### src/rtl/score_display_scan.sv
// score_display_scan: hit count (BCD via double-dabble) and level on an 8-digit multiplexed seven-segment display
// Ports: Clk system clock; Rst sync active-high reset; Hits 8-bit hit count; Level 4-bit zero-based level;
//        Seg {g,f,e,d,c,b,a} active-low; An digit enables active-low (bit 0 = rightmost); Busy conversion in progress
module score_display_scan #(
   parameter int REFRESH_DIV = 100000
) (
   input  logic       Clk,
   input  logic       Rst,
   input  logic [7:0] Hits,
   input  logic [3:0] Level,
   output logic [6:0] Seg,
   output logic [7:0] An,
   output logic       Busy
);
   localparam int CW = $clog2(REFRESH_DIV);
   typedef enum logic [1:0] {IDLE, CONV, LATCH} state_t;
   state_t state;
   logic [7:0] snap_hits;
   logic [3:0] snap_level;
   logic [19:0] sh, adj;
   logic [2:0] bit_cnt;
   logic [3:0] hund, tens, ones, lvl_tens, lvl_ones;
   logic [4:0] lvl_val;
   logic [CW-1:0] ref_cnt;
   logic [2:0] idx;
   logic [3:0] code;
   logic lit, wrap;
   function automatic logic [3:0] dab(input logic [3:0] n);
      return n >= 4'd5 ? n + 4'd3 : n;
   endfunction
   function automatic logic [6:0] seg7(input logic [3:0] d);
      case (d)
         4'd0: return 7'b1000000;
         4'd1: return 7'b1111001;
         4'd2: return 7'b0100100;
         4'd3: return 7'b0110000;
         4'd4: return 7'b0011001;
         4'd5: return 7'b0010010;
         4'd6: return 7'b0000010;
         4'd7: return 7'b1111000;
         4'd8: return 7'b0000000;
         4'd9: return 7'b0010000;
         default: return 7'b1111111;
      endcase
   endfunction
   // adjust every BCD nibble before the shift; binary part passes through untouched
   assign adj = {dab(sh[19:16]), dab(sh[15:12]), dab(sh[11:8]), sh[7:0]};
   assign lvl_val = {1'b0, snap_level} + 5'd1;
   always_ff @(posedge Clk) begin
      if (Rst) begin
         state <= IDLE;
         snap_hits <= '0;
         snap_level <= '0;
         sh <= '0;
         bit_cnt <= '0;
         hund <= '0;
         tens <= '0;
         ones <= '0;
         lvl_tens <= '0;
         lvl_ones <= 4'd1;
         Busy <= 1'b0;
      end else begin
         case (state)
            IDLE: if ({Level, Hits} != {snap_level, snap_hits}) begin
               snap_hits <= Hits;
               snap_level <= Level;
               sh <= {12'b0, Hits};
               bit_cnt <= '0;
               state <= CONV;
               Busy <= 1'b1;
            end
            CONV: begin
               sh <= adj << 1;
               bit_cnt <= bit_cnt + 3'd1;
               if (bit_cnt == 3'd7) state <= LATCH;
            end
            LATCH: begin
               hund <= sh[19:16];
               tens <= sh[15:12];
               ones <= sh[11:8];
               lvl_tens <= {3'b0, lvl_val >= 5'd10};
               // level 16 wraps to 0 in the low nibble, so 0 - 10 still yields 6
               lvl_ones <= lvl_val >= 5'd10 ? lvl_val[3:0] - 4'd10 : lvl_val[3:0];
               state <= IDLE;
               Busy <= 1'b0;
            end
            default: state <= IDLE;
         endcase
      end
   end
   assign wrap = ref_cnt == CW'(REFRESH_DIV - 1);
   assign code = idx == 3'd0 ? ones : idx == 3'd1 ? tens : idx == 3'd2 ? hund : idx == 3'd4 ? lvl_ones : lvl_tens;
   // leading-zero blanking; digits 0 and 4 always lit, 3/6/7 never
   assign lit = idx == 3'd0 || idx == 3'd4 || (idx == 3'd1 && (hund != 4'd0 || tens != 4'd0)) ||
                (idx == 3'd2 && hund != 4'd0) || (idx == 3'd5 && lvl_tens != 4'd0);
   always_ff @(posedge Clk) begin
      if (Rst) begin
         ref_cnt <= '0;
         idx <= '0;
         Seg <= 7'h7F;
         An <= 8'hFF;
      end else begin
         ref_cnt <= wrap ? '0 : ref_cnt + CW'(1);
         if (wrap) idx <= idx + 3'd1;
         Seg <= lit ? seg7(code) : 7'h7F;
         An <= lit ? ~(8'd1 << idx) : 8'hFF;
      end
   end
endmodule

### config.mk
export PLATFORM = sky130hd
export DESIGN_NAME = score_display_scan
export DESIGN_NICKNAME = d
export VERILOG_FILES = /design/src/rtl/score_display_scan.sv
export SDC_FILE = /design/constraint.sdc
export NUM_CORES = 1
export LEC_CHECK = 0
export ABC_AREA = 1
export CORE_MARGIN = 10
export CORE_UTILIZATION = 50
export CTS_BUF_LIST = sky130_fd_sc_hd__clkbuf_8
export DETAILED_ROUTE_END_ITERATION = 8
export PLACE_DENSITY = 0.68
export SLEW_MARGIN = 20
export SYNTH_ARGS = -nofsm -noshare
export SYNTH_HDL_FRONTEND = slang
export SYNTH_SLANG_ARGS = --single-unit
### constraint.sdc
create_clock -name Clk -period 3.4 [get_ports Clk]
set_input_delay 0.85 -clock Clk [delete_from_list [all_inputs] [get_ports Clk]]
set_output_delay 0.85 -clock Clk [all_outputs]
set_load 0.05 [all_outputs]
==> flow_summary_export.csv, run 1 <==
group,metric,value,unit
run_status,status,"finished clean",
place,pre_cts_ws,622,ps
clocking,htreeDepth,3,
finish,drive_gt1_share,8.76,%
sta,tightest_slew,525,ps
grt,track_usage,13.6,%
sta,fin_crit_sh,70.2,%
power,p_int,1.56,mW
grt,overflow,0,
yosys,syn_inst,595,
critical_path,rr_startpoint,"idx[0]",
sta,rsz0062_at_grt,"no",
clocking,cts_buffer_depth,2,
min_path,min_path_type,"flip-flop to flip-flop",
sta,fin_tns_setup,0,ps
grt,grt_start_max_net_pins,40,
route,wl_met1,4.04,mm
route,top_layer,"met4",
critical_path,worstReg2RegEnd,"Seg[3]",
min_path,hold_path_depth,1,
yosys,yosysUniqueCellTypes,37,
route,drtAntennaViolNets,0,
finish,num_antenna_cells,0,
route,vias_per_cell,5.08,
sta,slew_headroom,65.0,%
critical_path,endpoint_kind,"flip-flop",
floorplanning,floorplan.initialDensity,50.9,%
clocking,holdBufCountCts,0,
clocking,numClockSinks,90,
yosys,synthSimpleGateAreaFrac,27.9,%
floorplanning,io-pin-count,30,
place,io_buffer_count,29,
route,wl_per_cell,11.7,um
clocking,cts_tree,"yes",
route,vias,3736,
clocking,post_cts_resized,0,
grt,antenna_found_initial,0,
floorplanning,die_w,114,um
yosys,syn_area_per_cell,7.38,um2
critical_path,worstSetupPathType,"input port to flip-flop",
min_path,whs_endpoint,"ref_cnt[0]",
sta,hold_ws,452,ps
finish,final_nets,656,
power,power.switching,0.509,mW
finish,n_fill_cell,789,
critical_path,rr_worst_depth,12,
route,met3WireLength,359,um
critical_path,crit_required,3620,ps
clocking,cts-buffers-inserted,9,
yosys,ys_ff_latch,90,
yosys,synth_edf_count,0,
sta,fmaxAchievable,0.419,GHz
yosys,muxShareOfSynthArea,0,%
floorplanning,die_y,114,um
clocking,clock_latency,350,ps
route,first_pass_iters,5,
sta,drv_slew,0,
yosys,synth_xor_area_share,3.39,%
place,dp_hpwl,6.26,mm
yosys,synth-seq-area-share,41.0,%
yosys,synthArstFlopShare,0,%
min_path,min_from,"ref_cnt[0]",
power,power.density,415,nW/um2
grt,grt_pass1_vias,3472,
place,gp_congestion,0.805,
power,p_leak,1.98,nW
yosys,synth_area,4390,um2
power,irDropWorstVdd,0.251,mV
critical_path,worstSetupStartpointType,"input port",
yosys,ys.flop_type,"dfxtp_1",
clocking,root_buffer,"clkbuf_8",
route,drcViolationCount,0,
critical_path,arrival,2600,ps
sta,setup_slack,1010,ps
power,comb_power_share,9.1,%
yosys,synthAdderAreaFrac,5.41,%
floorplanning,die-area,12900,um2
sta,setup_violations,0,
clocking,cts_setup_buffers,0,
sta,finClkSkew,7.51,ps
floorplanning,core.rowCount,34,
job,cap_violations,0,
power,p_clk_share,37.9,%
yosys,synth_fp_nets,628,
route,wl,8.65,mm
power,seqPwrFrac,53.0,%
yosys,ys_warn_count,0,
finish,fin_area,5000,um2
critical_path,r2r_slack,1500,ps
power,p_sw_share,24.5,%
clocking,clk_pin_slew,80,ps
place,place_area,4780,um2
sta,hold_violations,0,
floorplanning,core,8640,um2
critical_path,cp_max_fo,13,
route,wl_met2,4.10,mm
sta,post-route-min-period,2390,ps
finish,area_growth,13.8,%
route,drtIter0Drc,249,
yosys,synth-compound-area-share,13.7,%
grt,grt_pass1_wl,15.0,mm
yosys,synth_top_family_by_area,"simple AND/OR/NAND/NOR gates",
finish,postLayoutCoreUtil,57.9,%
## synth_stat cells (3+ instances only)
| master | instances | share of area (%) |
|---|---|---|
| a21oi_1 | 62 | 7.1 |
| buf_4 | 5 | 0.85 |
| clkbuf_1 | 11 | 0.94 |
| clkinv_1 | 3 | 0.26 |
| dfxtp_1 | 90 | 41 |
| ha_1 | 19 | 5.4 |
| inv_1 | 64 | 5.5 |
| inv_2 | 6 | 0.51 |
| nand2_1 | 124 | 11 |
| nand2_2 | 8 | 1.1 |
| nand3_1 | 61 | 6.9 |
| nand4_1 | 12 | 1.7 |
| nor2_1 | 34 | 2.9 |
| nor2_4 | 3 | 0.77 |
| nor3_1 | 6 | 0.68 |
| o21ai_0 | 34 | 3.9 |
| o21ai_1 | 8 | 0.91 |
| xnor2_1 | 11 | 2.2 |
| xor2_1 | 6 | 1.2 |
## critical path: stages
cell and delay (ps):
clkdlybuf4s50_1 520, xnor2_1 130, nand2_1 80, nor2_1 150, nand3_2 110, nand2_2 220, nand2_1 310, nand2_1 160
a21oi_1 80
## power groups by stage
stage / clock network, mW / registers [mW] / logic (mW)
final: 0.786 / 1.10 / 0.188
after global routing: 0.848 / 1.10 / 0.212
after CTS: 0.807 / 1.10 / 0.190
after detailed placement: 0 / 1.12 / 0.189
after global placement: 0 / 1.12 / 0.184
after floorplan: 0 / 1.14 / 0.115
## routing by layer
layer | vias to the layer above | GRT usage (%)
met5 | - | 0
met4 | 0 | 5.58
met3 | 15 | 2.78
met2 | 67 | 23.3
met1 | 1664 | 16.0
li1 | 1990 | -
## cells by family after synthesis
family	after synthesis
buffers and inverters	94
AOI/OAI and AO/OA	111
adders and majority gates	19
and+or+nand+nor	264
xor gates and xnor gates	17
DFF	90
## state kept, by name (all words and copies together), names as in the netlist, 3 cells and up
register	cells
Seg	7
idx	3
An	8
snap_level	4
bit_cnt	3
lvl_ones	4
ref_cnt	17
sh	20
hund	4
tens	4
snap_hits	8
ones	4
## layout by cell type (no fill, tap or decap), types with 2 or more instances in the layout
| cell | count |
|---|---|
| nor2_2 | 2 |
| nand3b_1 | 2 |
| nor4_1 | 2 |
| xnor2_1 | 11 |
| ha_1 | 19 |
| bufinv_16 | 2 |
| clkinv_1 | 3 |
| nand3_2 | 2 |
| nor2_1 | 34 |
| o21ai_2 | 2 |
| inv_2 | 6 |
| nand2_2 | 8 |
| a21oi_1 | 62 |
| o21ai_4 | 2 |
| nand2_4 | 2 |
| o21ai_0 | 34 |
| buf_4 | 7 |
| nor3_1 | 6 |
| dfxtp_1 | 90 |
| or2_0 | 2 |
| nor3b_1 | 2 |
| xor2_1 | 6 |
| clkdlybuf4s50_1 | 29 |
| clkinvlp_4 | 2 |
| clkbuf_8 | 9 |
| nand2_1 | 124 |
| nand4_1 | 12 |
| nand3_1 | 61 |
| o21ai_1 | 8 |
| inv_1 | 64 |
| clkinv_2 | 3 |
| nor2_4 | 3 |
## layout make-up
class	count	area [um2]	share of cell area (%)
inverters	75	285	5.71
clock buffers	9	124	2.48
multi-input cells	411	2210	44.3
clock inverters	7	93.8	1.88
flip-flops and latches	90	1800	36.1
repair buffers	36	343	6.86
well taps	108	135	2.70
## how the worst max path moves through the flow
stage,to,from,slack [ps]
CTS,sh[1],Hits[7],1000
global route,sh[1],Level[1],850
floorplan,sh[2],Hits[4],1580
finish,sh[1],Hits[7],1010
global placement,sh[4],Hits[7],680
detailed placement,sh[1],Hits[7],620
## through the flow
| stage | cells | power (mW) |
|---|---|---|
| after floorplan | 595 | 1.25 |
| after global placement | 720 | 1.31 |
| after detailed placement | 720 | 1.31 |
| after CTS | 736 | 2.10 |
| after global routing | 736 | 2.16 |
| final | 736 | 2.07 |
(Power assumes the default switching activity.)
==> run 2: changes to the inputs <==
Settings changed: PLACE_DENSITY 0.68 to 0.71.
Clock period 3.4 ns to 2.1 ns, I/O delays scaled along.
==> run 2 against run 1 <==
Setup slack worse by 920 ps. Critical path type is now flip-flop to primary output. Routed wire length is 0.15% lower. Non-clock buffer count up 5. Utilization is 0.55 points higher. Global-route usage grew 0.36 points. Power rose by 65%. First-iteration DRC count down 22%. Sequential share of layout area fell by 0.34 points. Count of clock-buffer cells in the layout unchanged. Hold slack better by 2.9 ps. Sequential power rose by 62%.
==> flow_summary_export.csv, run 2 (synthesis gave the netlist of run 1 again) <==
group,metric,value,unit
sta,post-route-min-period,2010,ps
grt,antenna_found_initial,0,
finish,num_antenna_cells,0,
finish,largest_register_ffs,20,
floorplanning,die_y,114,um
sta,fin_crit_sh,95.8,%
floorplanning,io-pin-count,30,
finish,final_nets,661,
route,drtAntennaViolNets,0,
critical_path,endpoint_kind,"primary output",
critical_path,cpPeakStageDelay,800,ps
clocking,holdBufCountCts,0,
grt,overflow,0,
power,total_power,3.42,mW
critical_path,worstSetupPathType,"flip-flop to primary output",
sta,slew_headroom,66.1,%
clocking,cts_tree,"yes",
finish,drive_gt1_share,9.48,%
route,vias_per_cell,5.14,
finish,top_register,"sh",
floorplanning,floorplan.initialDensity,50.9,%
clocking,cts_setup_buffers,0,
critical_path,critPathTopFamily,"buffers and inverters",
clocking,cts_buffer_depth,2,
place,io_buffer_count,29,
place,gp_congestion,0.795,
clocking,numClockSinks,90,
power,irDropWorstVdd,0.363,mV
critical_path,crit_required,1570,ps
route,wl,8.63,mm
clocking,htreeDepth,3,
min_path,min_path_type,"flip-flop to flip-flop",
power,power.density,677,nW/um2
grt,grt_pass1_wl,15.4,mm
critical_path,worstSetupStartpointType,"flip-flop",
route,vias,3807,
clocking,clk_pin_slew,100,ps
sta,tightest_slew,507,ps
critical_path,cp.buffers_inverters,1,
grt,grt_start_max_net_pins,40,
grt,grt_pass1_vias,3616,
clocking,clock_latency,360,ps
sta,drv_slew,0,
route,drcViolationCount,0,
sta,setup_violations,0,
critical_path,arrival,1490,ps
power,p_leak,2.02,nW
sta,hold_violations,0,
finish,reg_top3,"sh (20), ref_cnt (17)",
clocking,root_buffer,"clkbuf_8",
clocking,cts-buffers-inserted,9,
critical_path,cp_cell_sequence,"clkdlybuf4s50_1",
finish,layout_common_cells,"124 x nand2_1, 90 x dfxtp_1, 64 x inv_1",
job,cap_violations,0,
critical_path,slowest_stage,"clkdlybuf4s50_1",
critical_path,cp_max_fo,1,
route,first_pass_iters,5,
route,drtIter0Drc,195,
floorplanning,die_w,114,um
grt,track_usage,13.9,%
place,dp_hpwl,6.33,mm
clocking,post_cts_resized,0,
run_status,status,"finished clean",
sta,fmaxAchievable,0.497,GHz
finish,area_growth,14.8,%
sta,finClkSkew,12.6,ps
finish,layout_commonest_cell,"nand2_1",
floorplanning,die-area,12900,um2
route,wl_per_cell,11.7,um
floorplanning,core,8640,um2
sta,rsz0062_at_grt,"no",
floorplanning,core.rowCount,34,
finish,postLayoutCoreUtil,58.4,%
[run 2: cell types whose count changed in the layout (fill, tap and decap cells not counted), sizes merged]
| cell | previous run | this run |
|---|---|---|
| clkdlybuf4s50 | 29 | 28 |
| dlymetal6s2s | 0 | 1 |
| clkinv | 7 | 5 |
| inv | 71 | 73 |
| buf | 7 | 12 |
[run 2: through the flow]
step,TNS [ps],hold slack (ps),cell area (um2),worst slack [ps],std cells
global placement,-251,430,4820,-37.1,725
floorplan,0,418,4390,396,595
CTS,0,461,5040,42.9,741
detailed placement,-520,448,4820,-83.1,725
global route,0,500,5040,15.5,741
finish,0,454,5040,88.8,741
[run 2: power by group]
group / switching, mW / leakage, nW / internal, mW / total [mW]
logic: 0.189 / 1.18 / 0.122 / 0.311
registers: 0.0296 / 0.734 / 1.75 / 1.78
clock network: 0.644 / 0.106 / 0.680 / 1.32
total: 0.863 / 2.02 / 2.55 / 3.42
[run 2: worst paths after layout]
check | from | to | slack [ps] | cells past startpoint
worst min register to register | ref_cnt[0] | ref_cnt[0] | 450 | 1
worst max-delay path | Seg[2] | Seg[2] | 90 | 1
worst min-delay path | ref_cnt[0] | ref_cnt[0] | 450 | 1
worst max register to register | idx[0] | Seg[3] | 160 | 12
[run 2: cell type report]
class,instances,area [um2]
Clock buffer,9,124
Clock inverter,7,101
Fill cell,799,3590
Inverter,75,285
Multi-Input combinational cell,411,2210
Sequential cell,90,1800
Tap cell,108,135
Timing Repair Buffer,41,383
[run 2: worst register-to-register path, stage by stage, from the launching register on]
cell and delay (ps):
dfxtp_1 340, inv_1 120, ha_1 230, inv_1 60
nor2_1 260, nand2_1 120, nand3_2 80, nand2_2 60
o21ai_4 110, ha_1 280, nand2_1 80, nand4_1 90
nand2_1 70
[run 2: routing by layer]
metal | up-vias | track usage, % | routed length [um]
met2 | 68 | 24.0 | 4140
met1 | 1721 | 16.2 | 4020
met5 | - | 0 | 0
met3 | 10 | 3.52 | 367
met4 | 0 | 5.25 | 103
li1 | 2008 | - | -
